[config.mk]
export PLATFORM = sky130hd
export DESIGN_NAME = mult_div_unit
export DESIGN_NICKNAME = d
export VERILOG_FILES = /design/src/rtl/mult_div_unit.sv
export SDC_FILE = /design/constraint.sdc
export NUM_CORES = 1
export LEC_CHECK = 0
export ABC_CLOCK_PERIOD_IN_PS = 20100
export CORE_ASPECT_RATIO = 1.75
export CORE_MARGIN = 4
export CORE_UTILIZATION = 39
export DETAILED_ROUTE_END_ITERATION = 10
export GPL_TIMING_DRIVEN = 0
export SLEW_MARGIN = 30
export SYNTH_ARGS = -nofsm -noshare
export SYNTH_HDL_FRONTEND = slang
export SYNTH_SLANG_ARGS = --single-unit
[constraint.sdc]
create_clock -name clk -period 20.1 [get_ports clk]
set_clock_uncertainty 0.2 [all_clocks]
set_input_delay 6.03 -clock clk [delete_from_list [all_inputs] [get_ports clk]]
set_output_delay 6.03 -clock clk [all_outputs]
set_load 0.01 [all_outputs]
[src/rtl/mult_div_unit.sv]
// Iterative HI/LO multiply/divide engine: shift-add multiply and restoring divide,
// one bit per cycle, with MTHI/MTLO writes and a start/busy/done handshake.
module mult_div_unit #(
  parameter int unsigned WIDTH = 32,
  parameter int unsigned ITER  = 32
) (
  input  logic             clk,
  input  logic             reset,
  input  logic             start,
  input  logic [2:0]       op,
  input  logic [WIDTH-1:0] a,
  input  logic [WIDTH-1:0] b,
  output logic             busy,
  output logic             done,
  output logic [WIDTH-1:0] hi,
  output logic [WIDTH-1:0] lo
);

  localparam int unsigned W  = WIDTH;
  localparam int unsigned DW = 2 * WIDTH;
  localparam int unsigned CW = $clog2(ITER);

  typedef enum logic [1:0] {S_IDLE, S_RUN, S_FINISH} state_e;

  state_e          state_q, state_d;
  logic [CW-1:0]   count_q, count_d;
  logic [DW-1:0]   acc_q, acc_d;
  logic [W-1:0]    m_q, m_d;
  logic [W-1:0]    rem_q, rem_d;
  logic            is_div_q, is_div_d;
  logic            neg_res_q, neg_res_d;
  logic            neg_a_q, neg_a_d;
  logic            bzero_q, bzero_d;
  logic            busy_q, busy_d;
  logic            done_q, done_d;
  logic [W-1:0]    hi_q, hi_d;
  logic [W-1:0]    lo_q, lo_d;

  // Datapath for one iteration and the signed fix-up at FINISH
  logic [W:0]      mul_sum;
  logic [W:0]      rem_shift;
  logic            sub_ok;
  logic [W-1:0]    trial;
  logic [DW-1:0]   prod_fix;
  logic [W-1:0]    quo_fix;
  logic [W-1:0]    rem_fix;
  logic            sgn;
  logic [W-1:0]    a_mag;
  logic [W-1:0]    b_mag;

  assign mul_sum   = {1'b0, acc_q[DW-1:W]} + (acc_q[0] ? {1'b0, m_q} : (W+1)'(0));
  assign rem_shift = {rem_q, acc_q[W-1]};
  assign sub_ok    = rem_shift >= {1'b0, m_q};
  // Difference always fits in W bits when the subtract succeeds
  assign trial     = rem_shift[W-1:0] - m_q;
  assign prod_fix  = neg_res_q ? (~acc_q + DW'(1)) : acc_q;
  assign quo_fix   = neg_res_q ? (~acc_q[W-1:0] + W'(1)) : acc_q[W-1:0];
  assign rem_fix   = neg_a_q ? (~rem_q + W'(1)) : rem_q;
  assign sgn       = op[0];
  assign a_mag     = (sgn && a[W-1]) ? (~a + W'(1)) : a;
  assign b_mag     = (sgn && b[W-1]) ? (~b + W'(1)) : b;

  always_comb begin
    state_d   = state_q;
    count_d   = count_q;
    acc_d     = acc_q;
    m_d       = m_q;
    rem_d     = rem_q;
    is_div_d  = is_div_q;
    neg_res_d = neg_res_q;
    neg_a_d   = neg_a_q;
    bzero_d   = bzero_q;
    busy_d    = busy_q;
    done_d    = 1'b0;
    hi_d      = hi_q;
    lo_d      = lo_q;

    case (state_q)
      S_IDLE: begin
        if (start) begin
          case (op)
            3'b000, 3'b001, 3'b010, 3'b011: begin
              is_div_d  = op[1];
              neg_res_d = sgn && (a[W-1] ^ b[W-1]);
              neg_a_d   = sgn && a[W-1];
              bzero_d   = (b == '0);
              rem_d     = '0;
              count_d   = '0;
              busy_d    = 1'b1;
              state_d   = S_RUN;
              if (op[1]) begin
                acc_d = {W'(0), a_mag};
                m_d   = b_mag;
              end else begin
                acc_d = {W'(0), b_mag};
                m_d   = a_mag;
              end
            end
            3'b100:  hi_d = a;
            3'b101:  lo_d = a;
            default: ;
          endcase
        end
      end

      S_RUN: begin
        if (is_div_q) begin
          acc_d[W-1:0] = {acc_q[W-2:0], sub_ok};
          rem_d        = sub_ok ? trial : rem_shift[W-1:0];
        end else begin
          acc_d = {mul_sum, acc_q[W-1:1]};
        end
        count_d = count_q + CW'(1);
        if (count_q == CW'(ITER - 1)) begin
          state_d = S_FINISH;
        end
      end

      S_FINISH: begin
        if (is_div_q) begin
          hi_d = rem_fix;
          lo_d = bzero_q ? '1 : quo_fix;
        end else begin
          hi_d = prod_fix[DW-1:W];
          lo_d = prod_fix[W-1:0];
        end
        done_d  = 1'b1;
        busy_d  = 1'b0;
        state_d = S_IDLE;
      end

      default: state_d = S_IDLE;
    endcase
  end

  always_ff @(posedge clk or posedge reset) begin
    if (reset) begin
      state_q   <= S_IDLE;
      count_q   <= '0;
      acc_q     <= '0;
      m_q       <= '0;
      rem_q     <= '0;
      is_div_q  <= 1'b0;
      neg_res_q <= 1'b0;
      neg_a_q   <= 1'b0;
      bzero_q   <= 1'b0;
      busy_q    <= 1'b0;
      done_q    <= 1'b0;
      hi_q      <= '0;
      lo_q      <= '0;
    end else begin
      state_q   <= state_d;
      count_q   <= count_d;
      acc_q     <= acc_d;
      m_q       <= m_d;
      rem_q     <= rem_d;
      is_div_q  <= is_div_d;
      neg_res_q <= neg_res_d;
      neg_a_q   <= neg_a_d;
      bzero_q   <= bzero_d;
      busy_q    <= busy_d;
      done_q    <= done_d;
      hi_q      <= hi_d;
      lo_q      <= lo_d;
    end
  end

  assign busy = busy_q;
  assign done = done_q;
  assign hi   = hi_q;
  assign lo   = lo_q;

endmodule

Word level (Yosys, flattened, before mapping)
Index checks and enable logic that the tools add are counted.
Widths: inputs -> output; s select.
{"block": "classes", "magnitude_cmp": 1, "div": 0, "n_shift": 0, "add_sub_neg": 8, "n_eq_ne": 15, "bitwise": 6, "n_reduce_logical": 17, "muxes": 38, "multipliers": 0}
{"operator": "$mux 32", "count": 20}
{"operator": "$mux 64", "count": 3}
{"operator": "$pmux 32 s2", "count": 3}
{"operator": "$add 32x1->32 const B", "count": 4}
{"operator": "$not 32->32", "count": 4}
{"operator": "$pmux 64 s2", "count": 1}
{"operator": "$add 64x1->64 const B", "count": 1}
{"operator": "$not 64->64", "count": 1}
{"operator": "$add 32x32->33", "count": 1}
{"operator": "$ge 33x32->1", "count": 1}
{"operator": "$logic_not 32->1", "count": 1}
{"operator": "$sub 32x32->32", "count": 1}
{"operator": "$reduce_and 3->1", "count": 6}
{"operator": "$mux 5", "count": 2}
{"operator": "$pmux 5 s2", "count": 1}
{"operator": "$ne 2x2->1 const B", "count": 4}
{"operator": "$reduce_and 4->1", "count": 2}
{"operator": "$eq 3x2->1 const B", "count": 2}
{"operator": "$eq 3x3->1 const B", "count": 2}
{"operator": "$mux 2", "count": 3}
{"operator": "$ne 2x1->1 const B", "count": 3}
{"operator": "$add 5x1->5 const B", "count": 1}
{"operator": "$eq 5x5->1 const B", "count": 1}
{"operator": "$pmux 2 s2", "count": 1}
{"operator": "11 further kinds", "count": 16}
{"block": "totals", "in_bits": 70, "mem_bits_rw": 0, "out_inout_bits": 66, "latchBits": 0, "regBits": 205, "n_memories": 0, "word_cells": 99, "rom_bits": 0}

Logic depth before layout (Yosys ltp)
Gate-level depths: netlist (run 1).
{"block": "logic_depth", "word_depth": 7, "ltp_mapped": 15}

Least setup slack after synthesis (run 1)
OpenSTA, ideal clock, no wires.
{"block": "synth_timing", "kind": "input to register", "start": "in b[9]", "end": "reg acc_q[27]", "slack_ps": 11499, "path_buffers": 1, "required_ps": 19774, "arrival_time_ps": 8275, "path_stages": 9, "path_cell_list": "or4_1 or3_1 clkbuf_1 nor3_2 nand2_1 o41ai_1 xor2_1 nor3_1 o32a_1"}
{"block": "synth_between", "elab_chain_cells": 7}
{"element": "start: declaration", "line_no": "12", "text": "input logic [WIDTH-1:0] b,"}
{"element": "$not 32->32", "line_no": "61", "text": "assign b_mag = (sgn && b[W-1]) ? (~b + W'(1)) : b;"}
{"element": "$add 32x1->32", "line_no": "61"}
{"element": "$mux 32", "line_no": "61"}
{"element": "$mux 32", "line_no": "91", "text": "if (op[1]) begin"}
{"element": "$mux 64", "line_no": "81", "text": "case (op)"}
{"element": "$mux 64", "line_no": "80", "text": "if (start) begin"}
{"element": "$pmux 64 s2", "line_no": "78", "text": "case (state_q)"}
{"element": "end signal: assignment", "line_no": "140", "text": "acc_q <= '0;"}
{"element": "end signal: assignment", "line_no": "154", "text": "acc_q <= acc_d;"}
{"element": "end: declaration", "line_no": "27", "text": "logic [DW-1:0] acc_q, acc_d;"}
Every way passes these cells. The select of a mux whose other input is x is not followed.
A chain may end at the register's enable or synchronous reset.

Worst setup path after layout (run 1)
{"block": "layout_timing", "start": "in a[10]", "end": "reg acc_q[29]"}
{"block": "layout_between", "elab_chain_cells": 7}
{"element": "start: declaration", "line_no": "11", "text": "input logic [WIDTH-1:0] a,"}
{"element": "$not 32->32", "line_no": "60", "text": "assign a_mag = (sgn && a[W-1]) ? (~a + W'(1)) : a;"}
{"element": "$add 32x1->32", "line_no": "60"}
{"element": "$mux 32", "line_no": "60"}
{"element": "$mux 32", "line_no": "91"}
{"element": "$mux 64", "line_no": "81"}
{"element": "$mux 64", "line_no": "80"}
{"element": "$pmux 64 s2", "line_no": "78"}
Every way passes these cells. The select of a mux whose other input is x is not followed.

==> metrics.md, run 1 <==
| Metric | Value |
|---|---|
| Status | finished clean |
| Worst path max stage delay | 0.63 ns |
| Starting DRT DRC Count | 1,438 |
| Drt drc | 0 |
| RD Place Congestion | 1.02 |
| Routed len/inst | 26.8 um |
| Async S/R FF share, synth | 100% |
| Worst-Margin Slew | 1.02 ns |
| Post-DP Area | 0.0187 mm^2 |
| Die Y | 281 um |
| Synth Instances | 2,112 |
| Final setup fails | 0 |
| Fill count | 4,297 |
| Min setup slack post-route | 10.65 ns |
| HPWL Detailed | 62,800 um |
| Nets | 2,413 |
| Row cnt | 99 |
| Port Buf Inserts | 132 |
| Crit. End Element | flip-flop |
| Leak pwr | 8.00 nW |
| 1st-pass router iterations | 5 |
| PwrDens | 190 mW/mm^2 |
| GRT overflow | 0 |
| Vias per cell | 6.04 |
| Final hold viol count | 0 |
| CTS H-tree depth | 1 |
| Postcts setup bufs | 0 |
| Slowest CP cell | clkdlybuf4s50_1 |
| Setup TNS | 0 ns |
| Root Driver | clkbuf_16 |
| WL met2 | 38,300 um |
| Mapped Nets | 2,254 |
| Largest net degree at the start of global routing | 83 |
| Sequential power share | 23.8% |
| RSZ-0062 raised after global routing | false |
| Diodes inserted | 0 |
| Detail Route Antenna Nets | 0 |
| Crit path DAT | 9.68 ns |
| Top Layer Used | met4 |
| Critical Path RT | 20.33 ns |
| Met3 WL | 3540 um |
| Sink Count | 205 |
| Netlist cell types | 79 |
| Total power | 3.71 mW |
| CTS resizes | 0 |
| Kind of critical path | input pin to flip-flop |
| Final Cycle Share | 47.0% |
| Fmax | 106 MHz |
| Clk_lat worst skew | 0.55 ns |
| Final min period | 9.45 ns |
| Maximum root-to-sink buffer count | 3 |
| Pint | 1.79 mW |
| Synth Flop Type | dfrtp_1 |
| Clk pwr share | 13.0% |
| Synth Warn # | 0 |
| Tot GR Track Use | 32.6% |
| Starting Density | 39.7% |
| I/O pin count | 136 |
| Crit-path cells | clkdlybuf4s50_1 -> or4_1 -> or3_1 -> nor3_2 -> nand2_1 -> o31ai_1 -> xor2_1 -> mux2i_1 -> a221o_1 |
| Startpoint types | input pin |
| Core area | 0.0419 mm^2 |
| First-pass GRT wire length | 111,000 um |
| Area delta synth->final | 17.6% |
| Share of cells above drive strength 1 | 3.67% |
| Logic pwr share | 63.2% |
| Mapped Area | 0.0166 mm^2 |
| NetSw | 1.93 mW |
| Place WS | 10.20 ns |
| CTS buffer count | 23 |
| Initial antenna violation count | 0 |
| Final WL | 76,200 um |
| Number of global-route vias before repair | 17,200 |
| Clock slew at reported path FFs | 0.06 ns |
| Die width | 164 um |
| Maxcap violations | 0 |
| Die Area | 0.0461 mm^2 |
| Max_slew headroom | 32.2% |
| Number of synthesized flops with an enable pin | 0 |
| Vias | 17,200 |
| Max-slew violation count | 0 |
| Setup slack on the worst flop-to-flop path | 15.75 ns |
| Hold Path Class | flip-flop to flip-flop |
| #FFs+latches synth | 205 |
| Fin area | 0.0195 mm^2 |
| Avg Cell Area, Syn | 7.87 um^2 |
| TritonCTS clock tree | built |
| Seq/Total Area, Yosys | 30.9% |
| Switching portion of total power | 51.9% |
| # hold bufs at CTS | 0 |
| Worst-path fanout max | 5 |
| WL met1 | 24,900 um |
| Peak VDD IR | 0.0796 mV |
-- cells in the mapped netlist (7+ instances only) --
master	number	area share (%)
a211oi_1	14	0.63
a21o_1	44	2.0
a21oi_1	169	5.1
a221oi_1	13	0.69
a22o_1	10	0.53
a31oi_1	15	0.56
and2_1	11	0.41
and3_1	10	0.38
and4_1	7	0.37
buf_1	13	0.29
clkbuf_1	130	2.9
dfrtp_1	205	31
ha_1	70	5.3
inv_1	62	1.4
mux2i_1	52	3.1
nand2_1	248	5.6
nand2b_1	23	0.87
nand3_1	38	1.1
nand4_1	19	0.72
nor2_1	187	4.2
nor3_1	33	0.99
nor4_1	13	0.49
o211ai_1	15	0.68
o21a_1	9	0.41
o21ai_0	250	7.5
o221ai_1	12	0.63
o22ai_1	32	1.2
o31ai_1	39	1.8
o41ai_1	16	0.84
or2_2	9	0.34
or3_1	29	1.1
or4_1	9	0.41
xnor2_1	93	4.9
xor2_1	108	5.7
-- layout by cell type (no fill, tap or decap), types with 19 or more instances in the layout --
master	netlist	layout
nand3_1	38	38
clkbuf_1	130	131
xnor2_1	93	93
o31ai_1	39	39
o22ai_1	32	32
xor2_1	108	108
o21ai_0	250	250
nor3_1	33	33
clkdlybuf4s50_1	0	132
mux2i_1	52	52
clkbuf_16	0	23
dfrtp_1	205	205
a21oi_1	169	169
ha_1	70	70
or3_1	29	29
nand2_1	248	248
a21o_1	44	44
nand2b_1	23	23
nor2_1	187	187
nand4_1	19	19
inv_1	62	61
-- final cells by class --
type	instances	area, um^2	area share [%]
Buffer	146	558	2.86
Tap cell	555	694	3.55
Sequential cell	205	5130	26.3
Timing Repair Buffer	134	1380	7.04
Inverter	63	244	1.25
Clock inverter	14	211	1.08
Multi-Input combinational cell	1698	10700	54.7
Clock buffer	28	634	3.25
-- through the flow --
stage / utilization (%) / hold WS (ns) / cells
floorplan: - / 0.250 / 2112
global placement: 44.5 / 0.264 / 2799
detailed placement: 44.7 / 0.268 / 2801
CTS: 46.7 / 0.282 / 2843
global route: 46.7 / 0.296 / 2843
finish: 46.7 / 0.279 / 2843
-- layer usage --
metal  up-vias  GRT usage (%)
met5         -              0
met1      8269           31.7
met4         0           31.9
li1       7905              -
met2       724           58.0
met3       284           3.70
-- cell families (layout without fill, tap and decap cells) --
kind of cell / count (synthesis) / count (layout) / share of synthesized area [%]
buffers and inverters: 209 / 385 / 4.78
adder cells (fa/ha/maj): 72 / 72 / 5.51
AND/OR/NAND/NOR: 673 / 673 / 19.2
flip-flops: 205 / 205 / 30.9
XOR/XNOR: 201 / 201 / 10.6
multiplexers: 55 / 55 / 3.34
AO/OA/AOI/OAI: 697 / 697 / 25.7
-- power groups by stage --
stage / combinational, mW / clock, mW / sequential [mW]
2_1_floorplan: 1.54 / 0 / 0.787
3_3_place_gp: 2.29 / 0 / 0.877
3_5_place_dp: 2.32 / 0 / 0.881
4_1_cts: 2.33 / 0.486 / 0.875
5_1_grt: 2.56 / 0.503 / 0.896
6_report: 2.35 / 0.483 / 0.883
-- worst max-delay path: cells and delay by family --
kind | cells | cell delay, ns
AND/OR/NAND/NOR | 4 | 1.53
AO/OA/AOI/OAI | 2 | 0.72
buffers and inverters | 1 | 0.63
XOR/XNOR | 1 | 0.45
multiplexers | 1 | 0.31
-- path summary, 6_finish.rpt --
| path | from | to | cells after the start |
|---|---|---|---|
| worst max-delay path | a[10] | acc_q[29] | 9 |
| worst min-delay path | lo[4] | lo[4] | 2 |
| worst max register to register | acc_q[0] | acc_q[60] | 14 |
| worst min register to register | lo[4] | lo[4] | 2 |
| max in group asynchronous | reset | acc_q[57] | 3 |
| min in group asynchronous | reset | count_q[0] | 2 |
-- state kept, by name, summed over array words and instances, names as in the netlist --
name       cells
acc_q         64
bzero_q        1
hi            32
is_div_q       1
neg_res_q      1
neg_a_q        1
lo            32
m_q           32
state_q        2
done           1
busy           1
rem_q         32
count_q        5
(Power assumes the default switching activity.)
==> run 2, diff against run 1 <==
--- a/config.mk
+++ b/config.mk
@@ -5,7 +5,7 @@
 export SDC_FILE = /design/constraint.sdc
 export NUM_CORES = 1
 export LEC_CHECK = 0
-export ABC_CLOCK_PERIOD_IN_PS = 20100
+export ABC_CLOCK_PERIOD_IN_PS = 9300
 export CORE_ASPECT_RATIO = 1.75
 export CORE_MARGIN = 4
 export CORE_UTILIZATION = 39
==> constraint.sdc (replaced) <==
create_clock -name clk -period 9.3 [get_ports clk]
set_clock_uncertainty 0.2 [all_clocks]
set_input_delay 2.79 -clock clk [delete_from_list [all_inputs] [get_ports clk]]
set_output_delay 2.79 -clock clk [all_outputs]
set_load 0.01 [all_outputs]
==> results of run 2 <==
The final DEF is identical to that of run 1. Status: finished clean.
Main changes from that run: setup slack after placement 10.20 ns -> 2.64 ns; setup slack after layout 10.65 ns -> 3.09 ns; register-to-register setup slack 15.75 ns -> 4.95 ns; total power 3.71 mW -> 8.03 mW; worst IR drop on VDD 0.0796 mV -> 0.172 mV
==> run 3, diff against run 2 <==
--- a/config.mk
+++ b/config.mk
@@ -5,7 +5,7 @@
 export SDC_FILE = /design/constraint.sdc
 export NUM_CORES = 1
 export LEC_CHECK = 0
-export ABC_CLOCK_PERIOD_IN_PS = 9300
+export ABC_CLOCK_PERIOD_IN_PS = 5500
 export CORE_ASPECT_RATIO = 1.75
 export CORE_MARGIN = 4
 export CORE_UTILIZATION = 39
==> constraint.sdc (replaced) <==
create_clock -name clk -period 5.5 [get_ports clk]
set_clock_uncertainty 0.2 [all_clocks]
set_input_delay 1.65 -clock clk [delete_from_list [all_inputs] [get_ports clk]]
set_output_delay 1.65 -clock clk [all_outputs]
set_load 0.01 [all_outputs]
==> metrics.md, run 3 (synthesized netlist as in run 1, its figures left out) <==
| Metric | Value |
|---|---|
| Status | finished clean |
| Fill count | 4,340 |
| Row cnt | 99 |
| Leak pwr | 8.02 nW |
| Vias | 17,100 |
| Maxcap violations | 0 |
| Core area | 0.0419 mm^2 |
| Setup slack on the worst flop-to-flop path | 0.88 ns |
| Port Buf Inserts | 132 |
| Most frequent cells in the layout | o21ai_0, nand2_1, dfrtp_1 |
| First-pass GRT wire length | 112,000 um |
| TritonCTS clock tree | built |
| I/O pin count | 136 |
| Crit path DAT | 5.16 ns |
| Clk_lat worst skew | 0.54 ns |
| Sink Count | 205 |
| Max-slew violation count | 0 |
| Largest net degree at the start of global routing | 31 |
| Hold Path Class | flip-flop to flip-flop |
| Setup TNS | 0 ns |
| Share of cells above drive strength 1 | 3.71% |
| Max_slew headroom | 36.3% |
| Post-DP Area | 0.0188 mm^2 |
| # hold bufs at CTS | 0 |
| CTS resizes | 0 |
| CTS buffer count | 23 |
| Final WL | 77,500 um |
| Crit path to | acc_q[30] |
| Final setup fails | 0 |
| Crit. Startpoint | a[10] |
| Number of global-route vias before repair | 17,200 |
| PwrDens | 692 mW/mm^2 |
| Reg2reg path depth | 14 |
| Starting DRT DRC Count | 1,298 |
| Crit. End Element | flip-flop |
| Most common cell after layout, fill and taps aside | o21ai_0 |
| Area delta synth->final | 18.0% |
| Die Area | 0.0461 mm^2 |
| Fin area | 0.0196 mm^2 |
| 1st-pass router iterations | 6 |
| Peak VDD IR | 0.321 mV |
| RSZ-0062 raised after global routing | false |
| Worst R2R Start | acc_q[0] |
| Die Y | 281 um |
| Kind of critical path | input pin to flip-flop |
| Worst flop-to-flop path endpoint | acc_q[60] |
| Routed len/inst | 27.2 um |
| Die width | 164 um |
| Startpoint types | input pin |
| Final min period | 4.96 ns |
| Final hold viol count | 0 |
| Drt drc | 0 |
| Worst-path fanout max | 5 |
| Critical Path RT | 5.70 ns |
| Vias per cell | 6.00 |
| Nets | 2,419 |
| Biggest register | acc_q |
| Max reg flops | 64 |
| Starting Density | 39.7% |
| Maximum root-to-sink buffer count | 3 |
| GRT overflow | 0 |
| Root Driver | clkbuf_16 |
| Final Cycle Share | 90.1% |
| Detail Route Antenna Nets | 0 |
| HPWL Detailed | 64,200 um |
| Tot GR Track Use | 33.1% |
| Postcts setup bufs | 0 |
| Worst Hold Depth | 2 |
| Clock slew at reported path FFs | 0.06 ns |
| Fmax | 202 MHz |
| CTS H-tree depth | 1 |
| Worst-Margin Slew | 0.955 ns |
| Initial antenna violation count | 1 |
| RD Place Congestion | 0.978 |
## run 3: report_power, final
part	switching, mW	leakage [nW]	total (mW)	internal [mW]
Combinational	5.41	5.07	8.67	3.25
Sequential	1.00	2.56	3.23	2.23
Clock	0.689	0.388	1.67	0.982
Total	7.10	8.02	13.6	6.47
## run 3: worst min path at each step
stage                     slack [ns]    start      end
after floorplan                 0.25  m_q[10]  m_q[10]
after global placement          0.26    lo[9]    lo[9]
after detailed placement        0.27    lo[7]    lo[7]
after CTS                       0.28    lo[7]    lo[7]
after global routing            0.30   lo[18]   lo[18]
final                           0.27   lo[18]   lo[18]
## run 3: layer usage
layer	track usage [%]	wire length [um]	vias up	part of all wire (%)
li1	-	-	7918	-
met1	32.0	25100	8204	32
met2	58.3	38800	680	50
met3	3.62	3540	299	4.6
met4	34.1	10000	0	13
met5	0	0	-	0
## run 3: area by class of cell
cell class | instances | area [um^2] | area share [%]
well taps | 555 | 694 | 3.54
multi-input cells | 1698 | 10700 | 54.5
flip-flops and latches | 205 | 5130 | 26.2
clock inverters | 8 | 130 | 0.664
inverters | 63 | 240 | 1.23
plain buffers | 146 | 558 | 2.85
clock buffers | 33 | 663 | 3.38
repair buffers | 140 | 1500 | 7.63
diodes | 1 | 2.50 | 0.0128
## run 3: per-stage QoR
| stage | power, mW | util (%) | worst slack (ns) | hold slack, ns | instances |
|---|---|---|---|---|---|
| after global routing | 14.4 | 46.8 | 0.415 | 0.298 | 2848 |
| after detailed placement | 11.8 | 44.9 | 0.138 | 0.266 | 2807 |
| final | 13.6 | 46.8 | 0.545 | 0.275 | 2849 |
| after global placement | 11.7 | 44.5 | -0.809 | 0.263 | 2799 |
| after CTS | 13.5 | 46.8 | 0.690 | 0.279 | 2848 |
| after floorplan | 8.50 | - | 0.992 | 0.250 | 2112 |
## run 3: critical path, stage by stage
cell	delay [ns]
clkdlybuf4s50_1	0.66
or4_1	0.64
or3_1	0.41
nor3_1	0.45
nand2_1	0.21
o21ai_0	0.27
xor2_1	0.44
nand2_1	0.10
o21ai_0	0.19
o21ai_0	0.13
